===== src/rtl/cpu6_ifu_ibuf_pkg.sv =====
// Shared cpu6 fetch-path constants and address helpers.
// Also used by cpu6_sync_fifo users elsewhere in the core.
package cpu6_ifu_ibuf_pkg;

  localparam int CPU6_XLEN       = 32;
  localparam int CPU6_INSTR_SIZE = 32;
  localparam logic [CPU6_XLEN-1:0] CPU6_RESET_PC = '0;
  localparam logic [CPU6_XLEN-1:0] CPU6_PC_INC   = 32'd4;

  // Fetch addresses are always word aligned; low bits of a target are discarded.
  function automatic logic [CPU6_XLEN-1:0] word_align(input logic [CPU6_XLEN-1:0] addr);
    return {addr[CPU6_XLEN-1:2], 2'b00};
  endfunction

endpackage


===== src/rtl/cpu6_sync_fifo.sv =====
// First-word fall-through synchronous FIFO with flush and occupancy count.
// Push while full is accepted only when a pop frees the head slot in the same cycle.
module cpu6_sync_fifo #(
  parameter int WIDTH = 32,
  parameter int DEPTH = 4,
  localparam int AW = $clog2(DEPTH),
  localparam int CW = AW + 1
) (
  input  logic             clk,
  input  logic             reset,
  input  logic             push,
  input  logic [WIDTH-1:0] push_data,
  input  logic             pop,
  input  logic             flush,
  output logic [WIDTH-1:0] head_data,
  output logic [CW-1:0]    count,
  output logic             empty
);

  localparam logic [CW-1:0] DEPTH_C = DEPTH[CW-1:0];

  logic [WIDTH-1:0] mem [DEPTH];
  logic [AW-1:0]    rd_ptr_reg;
  logic [AW-1:0]    wr_ptr_reg;
  logic [CW-1:0]    count_reg;
  logic             full;
  logic             do_push;
  logic             do_pop;

  assign empty   = (count_reg == '0);
  assign full    = (count_reg == DEPTH_C);
  assign do_pop  = pop && !empty;
  assign do_push = push && (!full || do_pop);

  always_ff @(posedge clk) begin
    if (reset || flush) begin
      rd_ptr_reg <= '0;
      wr_ptr_reg <= '0;
      count_reg  <= '0;
    end else begin
      if (do_push) wr_ptr_reg <= wr_ptr_reg + 1'b1;
      if (do_pop)  rd_ptr_reg <= rd_ptr_reg + 1'b1;
      count_reg <= count_reg + CW'(do_push) - CW'(do_pop);
    end
  end

  // Storage has no reset; stale contents are never visible because count gates validity.
  always_ff @(posedge clk) begin
    if (do_push && !flush && !reset) mem[wr_ptr_reg] <= push_data;
  end

  assign head_data = mem[rd_ptr_reg];
  assign count     = count_reg;

endmodule


===== src/rtl/cpu6_ifu_ibuf.sv =====
// cpu6 fetch-address generator and instruction buffer feeding decode.
// Credits keep buffered plus live in-flight words within DEPTH, so responses never overflow.
module cpu6_ifu_ibuf
  import cpu6_ifu_ibuf_pkg::*;
#(
  parameter int DEPTH = 4,
  parameter logic [CPU6_XLEN-1:0] RESET_PC = CPU6_RESET_PC
) (
  input  logic                       clk,
  input  logic                       reset,
  output logic                       ifu_req_valid,
  output logic [CPU6_XLEN-1:0]       ifu_req_addr,
  input  logic                       ifu_req_ready,
  input  logic                       ifu_rsp_valid,
  input  logic [CPU6_INSTR_SIZE-1:0] ifu_rsp_instr,
  input  logic                       redirect_valid,
  input  logic [CPU6_XLEN-1:0]       redirect_pc,
  output logic                       dec_valid,
  output logic [CPU6_INSTR_SIZE-1:0] dec_instr,
  output logic [CPU6_XLEN-1:0]       dec_pc,
  input  logic                       dec_ready
);

  localparam int CW = $clog2(DEPTH) + 1;
  localparam logic [CW:0] DEPTH_W = DEPTH[CW:0];

  logic [CPU6_XLEN-1:0]       fetch_pc_reg;
  logic [CPU6_XLEN-1:0]       head_pc_reg;
  logic [CW-1:0]              outstanding_reg;
  logic [CW-1:0]              outstanding_next;
  logic [CW-1:0]              drop_reg;
  logic [CW-1:0]              drop_next;
  logic [CW-1:0]              fifo_count;
  logic                       fifo_empty;
  logic [CPU6_INSTR_SIZE-1:0] head_instr;
  logic [CW:0]                credit_used;
  logic                       req_fire;
  logic                       rsp_keep;
  logic                       fifo_pop;

  // One extra bit: count+outstanding may exceed DEPTH while stale words are pending drop.
  assign credit_used   = {1'b0, fifo_count} + {1'b0, outstanding_reg} - {1'b0, drop_reg};
  assign ifu_req_valid = !reset && !redirect_valid && (credit_used < DEPTH_W);
  assign ifu_req_addr  = fetch_pc_reg;
  assign req_fire      = ifu_req_valid && ifu_req_ready;
  assign rsp_keep      = ifu_rsp_valid && (drop_reg == '0) && !redirect_valid;
  assign fifo_pop      = dec_valid && dec_ready && !redirect_valid;

  always_comb begin
    outstanding_next = outstanding_reg;
    if (req_fire && !ifu_rsp_valid)      outstanding_next = outstanding_reg + 1'b1;
    else if (!req_fire && ifu_rsp_valid) outstanding_next = outstanding_reg - 1'b1;

    drop_next = drop_reg;
    if (redirect_valid)                        drop_next = outstanding_next;
    else if (ifu_rsp_valid && drop_reg != '0) drop_next = drop_reg - 1'b1;
  end

  always_ff @(posedge clk) begin
    if (reset) begin
      fetch_pc_reg    <= RESET_PC;
      head_pc_reg     <= RESET_PC;
      outstanding_reg <= '0;
      drop_reg        <= '0;
    end else begin
      outstanding_reg <= outstanding_next;
      drop_reg        <= drop_next;
      if (redirect_valid) begin
        fetch_pc_reg <= word_align(redirect_pc);
        head_pc_reg  <= word_align(redirect_pc);
      end else begin
        if (req_fire) fetch_pc_reg <= fetch_pc_reg + CPU6_PC_INC;
        if (fifo_pop) head_pc_reg  <= head_pc_reg + CPU6_PC_INC;
      end
    end
  end

  cpu6_sync_fifo #(
    .WIDTH (CPU6_INSTR_SIZE),
    .DEPTH (DEPTH)
  ) u_fifo (
    .clk       (clk),
    .reset     (reset),
    .push      (rsp_keep),
    .push_data (ifu_rsp_instr),
    .pop       (fifo_pop),
    .flush     (redirect_valid),
    .head_data (head_instr),
    .count     (fifo_count),
    .empty     (fifo_empty)
  );

  // Decode outputs are forced to reset values combinationally while reset is held.
  assign dec_valid = !reset && !fifo_empty;
  assign dec_instr = reset ? '0 : head_instr;
  assign dec_pc    = reset ? RESET_PC : head_pc_reg;

endmodule

===== config.mk =====
export PLATFORM = sky130hd
export DESIGN_NAME = cpu6_ifu_ibuf
export DESIGN_NICKNAME = d
export VERILOG_FILES = /design/src/rtl/cpu6_ifu_ibuf_pkg.sv /design/src/rtl/cpu6_sync_fifo.sv /design/src/rtl/cpu6_ifu_ibuf.sv
export SDC_FILE = /design/constraint.sdc
export NUM_CORES = 1
export LEC_CHECK = 0
export ABC_AREA = 1
export BUFFER_PORTS_ARGS = -buffer_cell sky130_fd_sc_hd__buf_2
export CAP_MARGIN = 40
export CORE_ASPECT_RATIO = 0.8
export CORE_MARGIN = 3
export CORE_UTILIZATION = 25
export DETAILED_ROUTE_END_ITERATION = 10
export MAX_ROUTING_LAYER = met4
export PLACE_DENSITY = 0.4
export SYNTH_ARGS = -nofsm -noshare
export SYNTH_HDL_FRONTEND = slang
export SYNTH_HIERARCHICAL = 1
export SYNTH_SLANG_ARGS = --single-unit

===== constraint.sdc =====
create_clock -name clk -period 7.7 [get_ports clk]
set_input_delay 0.77 -clock clk [delete_from_list [all_inputs] [get_ports clk]]
set_output_delay 0.77 -clock clk [all_outputs]
set_load 0.01 [all_outputs]

==> summary.md, run 1 <==
| Metric | Value |
|---|---|
| Status | `complete, no violations` |
| Most numerous cell in the Yosys netlist | `nand2_1` |
| Min setup slack post-route | `4.20 ns` |
| Hold_buf cts | `0` |
| Rel. slew slack | `33.9%` |
| Die X | `234 µm` |
| Largest net degree at the start of global routing | `65` |
| Pwr/cell area | `225 nW/µm²` |
| Top sig layer | `met4` |
| WHS | `0.446 ns` |
| Final setup fails | `0` |
| Routed len/inst | `17.1 µm` |
| N_diodes | `0` |
| DP Wirelength | `22600 µm` |
| Post-Synth Adder-Cell Area | `2.39%` |
| Sequential share of the synthesized area | `51.6%` |
| Post-CTS Resized | `0` |
| Vias in the first global route | `8381` |
| Met3 WL | `1470 µm` |
| Cell Area, Synth | `10400 µm²` |
| Layout cell share with drive strength beyond 1 | `19.2%` |
| #FFs+latches synth | `203` |
| Number of max-cap violations | `0` |
| Worst vdd ir | `0.141 mV` |
| Clock Pin Slew Worst Setup and Hold Paths | `0.06 ns` |
| Routed vias/inst | `4.51` |
| Top FF cell, synth | `edfxtp_1` |
| Initial DRC count | `505` |
| Via count | `8610` |
| Post-layout net count | `1437` |
| Avg Inst Size Synth | `8.63 µm²` |
| Max Clk Rate | `286 MHz` |
| Crit Path Category | `input port to flip-flop` |
| Setup Skew | `0.0183 ns` |
| Clk buf depth | `3` |
| Post-Layout Cell Count | `1911` |
| Post-CTS setup buffers | `0` |
| CP Max Fanout | `50` |
| Top Ports | `168` |
| CTS root buf | `clkbuf_16` |
| Mapped Cells | `1201` |
| GPL Wtd Cong | `0.857` |
| Critical Path End Type | `flip-flop` |
| CTS tree | `done` |
| LEAKAGE | `5.04 nW` |
| Largest family of logic cells by synthesized area | `simple AND/OR/NAND/NOR gates` |
| Final wirelength | `32700 µm` |
| CP required | `7.91 ns` |
| Starting density of the core | `25.4%` |
| First-pass GRT wire length | `50500 µm` |
| Htree depth | `1` |
| DR DRC count | `0` |
| Synth top cells by count | `nand2_1, nor2_1, edfxtp_1` |
| Final Hold Vio Count | `0` |
| Top-area cell type share of the netlist area | `37.1%` |
| Gr usage total | `15.2%` |
| Mux cell area share after synthesis | `0%` |
| M1 WL | `16800 µm` |
| Pre-CTS setup slack | `3.61 ns` |
| Top post-synthesis cells by area | `edfxtp_1, dfxtp_1, nand2_1, nor2_1, inv_1` |
| Simple-Gate Fraction of Synth Area | `23.1%` |
| Gr ovfl total | `0` |
| Biggest area consumer among synthesized cells | `edfxtp_1` |
| CP Launch Type | `input port` |
| RSZ-0062 raised after global routing | `false` |
| Count of different cell masters after synthesis | `49` |
| Antenna viol nets, final | `0` |
| Port-buffer cells | `161` |
| Total CTS buffers | `25` |
| Pins over their slew limit | `0` |
| Xor/xnor share of the synthesized area | `2.62%` |
| Die area | `43900 µm²` |
| Period utilisation layout | `45.4%` |
| Clk_lat worst skew | `0.54 ns` |
| Number of synthesized flops with an enable pin | `128` |
| Core Rows | `66` |
| Core region area | `40800 µm²` |
| Ys async rst share | `0%` |
| Die Span Y | `188 µm` |
| Pre-Repair DR Iteration Count | `5` |
| Placed cell count | `1866` |
| Yosys warns | `6` |
| CTS Sinks | `203` |
| Worst Tran Pin Value | `0.983 ns` |
| Final setup TNS | `0 ns` |
| Antenna violations before repair | `0` |
| Hold crit path type | `input port to flip-flop` |
| Max reg flops | `128` |
| Post-synthesis compound-gate area fraction | `11.8%` |
| Post-layout min period | `3.50 ns` |
| Metal2 WL | `14000 µm` |
| Worst EP arrival | `3.70 ns` |
| Layout overhead on the synthesized area | `20.6%` |
-- metal layers --
layer	global-route usage, %	vias up
met5	-	-
met4	2.45	0
met3	2.45	36
met2	21.8	171
met1	22.9	4074
li1	-	4329
-- through the flow --
step           utilization [%]  area (µm²)  total power, mW
2_1_floorplan                -       10400             1.47
3_3_place_gp              28.5       11600             1.59
3_5_place_dp              28.5       11600             1.59
4_1_cts                   30.6       12500             2.86
5_1_grt                   30.6       12500             2.96
6_report                  30.6       12500             2.81
-- critical path, cell delays in order --
cell and delay, ns:
buf_4 0.30, nor2_1 0.26, nand2_1 0.14, nor2_1 0.46
inv_1 0.09, nand3_1 0.23, nand3_1 0.38, nor2_4 0.63
buf_4 0.40
-- cells by family (layout without fill, tap and decap cells) --
| family | count (synthesis) | after routing |
|---|---|---|
| fa+ha+maj | 18 | 18 |
| other cells | 1 | 4 |
| simple gates | 535 | 535 |
| buf+inv | 195 | 358 |
| compound gates | 218 | 218 |
| flops | 203 | 203 |
| xor+xnor | 31 | 31 |
-- report_power, final --
group | internal [mW] | switching, mW
clock network | 0.763 | 0.479
logic | 0.116 | 0.221
registers | 1.19 | 0.0426
total | 2.07 | 0.742
-- path summary, 6_finish.rpt --
path | start | to | slack (ns) | depth (start not counted)
worst min-delay path | ifu_rsp_instr[24] | u_fifo/mem[0][24]$_DFFE_PP_ | 0.45 | 1
worst max-delay path | reset | u_fifo/mem[0][23]$_DFFE_PP_ | 4.20 | 9
worst min register to register | ifu_req_addr[31]$_SDFFE_PP0P_ | ifu_req_addr[31]$_SDFFE_PP0P_ | 0.52 | 2
worst max register to register | u_fifo/count[2]$_SDFF_PP0_ | u_fifo/mem[0][23]$_DFFE_PP_ | 4.23 | 11
-- cells in the final DEF, fill, tap and decap left out, drive strengths merged, types with 6 or more instances in the layout --
| cell type | netlist | final |
|---|---|---|
| ha | 15 | 15 |
| clkbuf | 17 | 28 |
| xnor2 | 6 | 6 |
| o22ai | 33 | 33 |
| nand3 | 67 | 67 |
| nand2 | 225 | 225 |
| nand3b | 6 | 6 |
| xor2 | 25 | 25 |
| edfxtp | 128 | 128 |
| inv | 142 | 145 |
| a21oi | 30 | 30 |
| nor3 | 25 | 25 |
| nand4 | 12 | 12 |
| dfxtp | 75 | 75 |
| a31oi | 45 | 45 |
| o21ai | 101 | 101 |
| buf | 36 | 171 |
| clkinv | 0 | 8 |
| nor2 | 193 | 193 |
-- layout make-up --
cell class	count	area [µm²]
multi-input combinational	806	4180
tap	544	681
fill	4443	28300
sequential	203	5350
clock inverter	17	218
clock buffer	28	637
inverter	142	546
timing repair buffer	171	891
(Power assumes the default switching activity.)
==> run 2: changes to the inputs <==
--- a/config.mk
+++ b/config.mk
@@ -13,7 +13,7 @@
 export CORE_UTILIZATION = 25
 export DETAILED_ROUTE_END_ITERATION = 10
 export MAX_ROUTING_LAYER = met4
-export PLACE_DENSITY = 0.4
+export PLACE_DENSITY = 0.41
 export SYNTH_ARGS = -nofsm -noshare
 export SYNTH_HDL_FRONTEND = slang
 export SYNTH_HIERARCHICAL = 1
==> constraint.sdc (replaced) <==
create_clock -name clk -period 3.1 [get_ports clk]
set_input_delay 0.31 -clock clk [delete_from_list [all_inputs] [get_ports clk]]
set_output_delay 0.31 -clock clk [all_outputs]
set_load 0.01 [all_outputs]
==> summary.md, run 2 (same netlist as run 1, synthesis figures left out) <==
| Metric | Value |
|---|---|
| Die X | `234 µm (unchanged)` |
| FF-to-FF path depth | `14 (was 11)` |
| Starting density of the core | `25.4% (unchanged)` |
| CP Launch Type | `flip-flop (was input port)` |
| Port-buffer cells | `161 (unchanged)` |
| Worst reg2reg setup slack | `0.39 ns (was 4.23 ns)` |
| Total CTS buffers | `26 (was 25)` |
| GPL Wtd Cong | `0.855 (was 0.857)` |
| Layout cell share with drive strength beyond 1 | `19.2% (about the same)` |
| Filler cell count | `4407 (was 4443)` |
| CTS tree | `done (unchanged)` |
| Pre-CTS setup slack | `0.395 ns (was 3.61 ns)` |
| Final wirelength | `33000 µm (was 32700 µm)` |
| CTS root buf | `clkbuf_16 (unchanged)` |
| Crit. Startpoint | `outstanding_reg[1]$_SDFF_PP0_ (was reset)` |
| Routed len/inst | `16.9 µm (was 17.1 µm)` |
| First-pass GRT wire length | `51500 µm (was 50500 µm)` |
| Rel. slew slack | `54.1% (was 33.9%)` |
| Global route hottest layer | `met1 (unchanged)` |
| Post-Layout Cell Count | `1953 (was 1911)` |
| Max Clk Rate | `340 MHz` |
| N_diodes | `0 (unchanged)` |
| Top Ports | `168 (unchanged)` |
| Min setup slack post-route | `0.157 ns (was 4.20 ns)` |
| Commonest non-fill, non-tap cell in the layout | `nand2_1 (unchanged)` |
| DP Wirelength | `22400 µm (was 22600 µm)` |
| Pre-Repair DR Iteration Count | `7 (was 5)` |
| Post-layout min period | `2.94 ns` |
| Die Span Y | `188 µm (unchanged)` |
| LEAKAGE | `5.20 nW (was 5.04 nW)` |
| Vias in the first global route | `8833 (was 8381)` |
| Crit Path Category | `flip-flop to output port (was input port to flip-flop)` |
| Via count | `8755 (was 8610)` |
| CP Max Fanout | `3 (was 50)` |
| Final setup fails | `0 (unchanged)` |
| Gr usage total | `15.5% (was 15.2%)` |
| Status | `complete, no violations (unchanged)` |
| Routed vias/inst | `4.48 (was 4.51)` |
| Worst reg2reg startpoint | `outstanding_reg[1]$_SDFF_PP0_ (was u_fifo/count[2]$_SDFF_PP0_)` |
| CTS Sinks | `203 (unchanged)` |
| CP required | `2.79 ns (was 7.91 ns)` |
| Period utilisation layout | `94.9%` |
| Gr ovfl total | `0 (unchanged)` |
| Critical Path End | `ifu_req_valid (was u_fifo/mem[0][23]$_DFFE_PP_)` |
| RR Endpoint | `ifu_req_addr[15]$_SDFFE_PP0P_ (was u_fifo/mem[0][23]$_DFFE_PP_)` |
| Antenna viol nets, final | `0 (unchanged)` |
| Placed cell count | `1874 (was 1866)` |
| Setup Skew | `0.0172 ns (was 0.0183 ns)` |
| Number of max-cap violations | `0 (unchanged)` |
| Met2 usage | `22.5% (was 21.8%)` |
| Clock Pin Slew Worst Setup and Hold Paths | `0.06 ns (about the same)` |
| Core region area | `40800 µm² (unchanged)` |
| Commonest non-fill, non-tap cells in the layout | `nand2_1, nor2_1, buf_2, edfxtp_1, inv_1 (unchanged)` |
| Hold crit path type | `input port to flip-flop (unchanged)` |
| Post-CTS setup buffers | `0 (unchanged)` |
| Core Rows | `66 (unchanged)` |
| Max reg flops | `128 (unchanged)` |
| Worst EP arrival | `2.63 ns (was 3.70 ns)` |
| Met3 global-route usage | `2.19% (was 2.45%)` |
| Largest net degree at the start of global routing | `65 (unchanged)` |
| Clk buf depth | `3 (unchanged)` |
| Pins over their slew limit | `0 (unchanged)` |
| DR DRC count | `0 (unchanged)` |
| Worst Tran Pin Value | `0.689 ns (was 0.983 ns)` |
| Htree depth | `1 (unchanged)` |
| Clk_lat worst skew | `0.55 ns (was 0.54 ns)` |
| Worst vdd ir | `0.363 mV (was 0.141 mV)` |
| Pwr/cell area | `534 nW/µm² (was 225 nW/µm²)` |
| Antenna violations before repair | `0 (unchanged)` |
| Final Hold Vio Count | `0 (unchanged)` |
| Post-layout net count | `1478 (was 1437)` |
| Initial DRC count | `631 (was 505)` |
| Layout overhead on the synthesized area | `24.1% (was 20.6%)` |
| Critical Path End Type | `output port (was flip-flop)` |
| Die area | `43900 µm² (unchanged)` |
| GR Layer Usage met1 | `23.0% (was 22.9%)` |
==> run 2: changes by cell type in the layout (fill, tap and decap cells not counted), moves of 2 or more <==
cell / previous run / this run
inv_6: 3 / 0
dlygate4sd3_1: 0 / 32
buf_4: 10 / 17
clkinv_2: 3 / 7
buf_12: 0 / 2
bufinv_16: 5 / 2
==> run 2: worst min path at each step <==
stage,from,end,slack (ns),cells past startpoint
finish,redirect_pc[31],head_pc_reg[31]$_SDFFE_PP0P_,0.08,3
global route,redirect_pc[31],head_pc_reg[31]$_SDFFE_PP0P_,0.08,3
CTS,redirect_pc[31],head_pc_reg[31]$_SDFFE_PP0P_,0.05,3
detailed placement,u_fifo/rd_ptr_reg[1]$_SDFFE_PP0N_,u_fifo/rd_ptr_reg[1]$_SDFFE_PP0N_,0.50,2
global placement,u_fifo/rd_ptr_reg[1]$_SDFFE_PP0N_,u_fifo/rd_ptr_reg[1]$_SDFFE_PP0N_,0.49,2
floorplan,ifu_rsp_instr[0],u_fifo/mem[0][0]$_DFFE_PP_,0.41,0
==> run 2: per-layer routing <==
layer  vias up  part of all wire [%]
met1      4131                    52
met5         -                     0
li1       4412                     -
met4         0                   1.8
met3        41                   4.3
met2       171                    42
==> run 2: area by class of cell <==
class | instances | area, µm² | share of cell area, %
inverters | 142 | 546 | 4.24
repair buffers | 211 | 1290 | 10.0
well taps | 544 | 681 | 5.29
multi-input cells | 806 | 4180 | 32.5
clock buffers | 30 | 666 | 5.18
flip-flops and latches | 203 | 5350 | 41.6
clock inverters | 17 | 145 | 1.13
==> run 2: critical path, stage by stage, from the launching register on <==
cell and delay (ns):
dfxtp_1 0.35, inv_1 0.10, fa_1 0.54, inv_1 0.04, ha_1 0.30, nand3_1 0.11
nand2_1 0.05, nand2_1 0.05, nand2_1 0.13, nor3_4 0.25, buf_2 0.17
==> run 2: per-stage QoR <==
step           instance area (µm²)  total power, mW  TNS (ns)  hold slack, ns  util, %
3_3_place_gp                 11700             3.96         0           0.492     28.7
5_1_grt                      12900             7.22  -0.00548          0.0786     31.5
3_5_place_dp                 11700             3.96         0           0.502     28.7
4_1_cts                      12800             6.97         0          0.0532     31.5
6_report                     12900             6.87         0          0.0789     31.5
2_1_floorplan                10400             3.66    -38.88           0.409        -
==> run 2: timing repair <==
action,4_1_cts,5_1_grt
hold buffers,32,0
resized for setup,0,1
hold endpoints to repair,128,0
setup endpoints to repair,0,1
==> run 2: power breakdown <==
part           leakage, nW  switching [mW]  internal [mW]
clock                0.396            1.22           1.70
sequential            1.77           0.103           2.96
combinational         3.03           0.562          0.322
total                 5.20            1.89           4.98
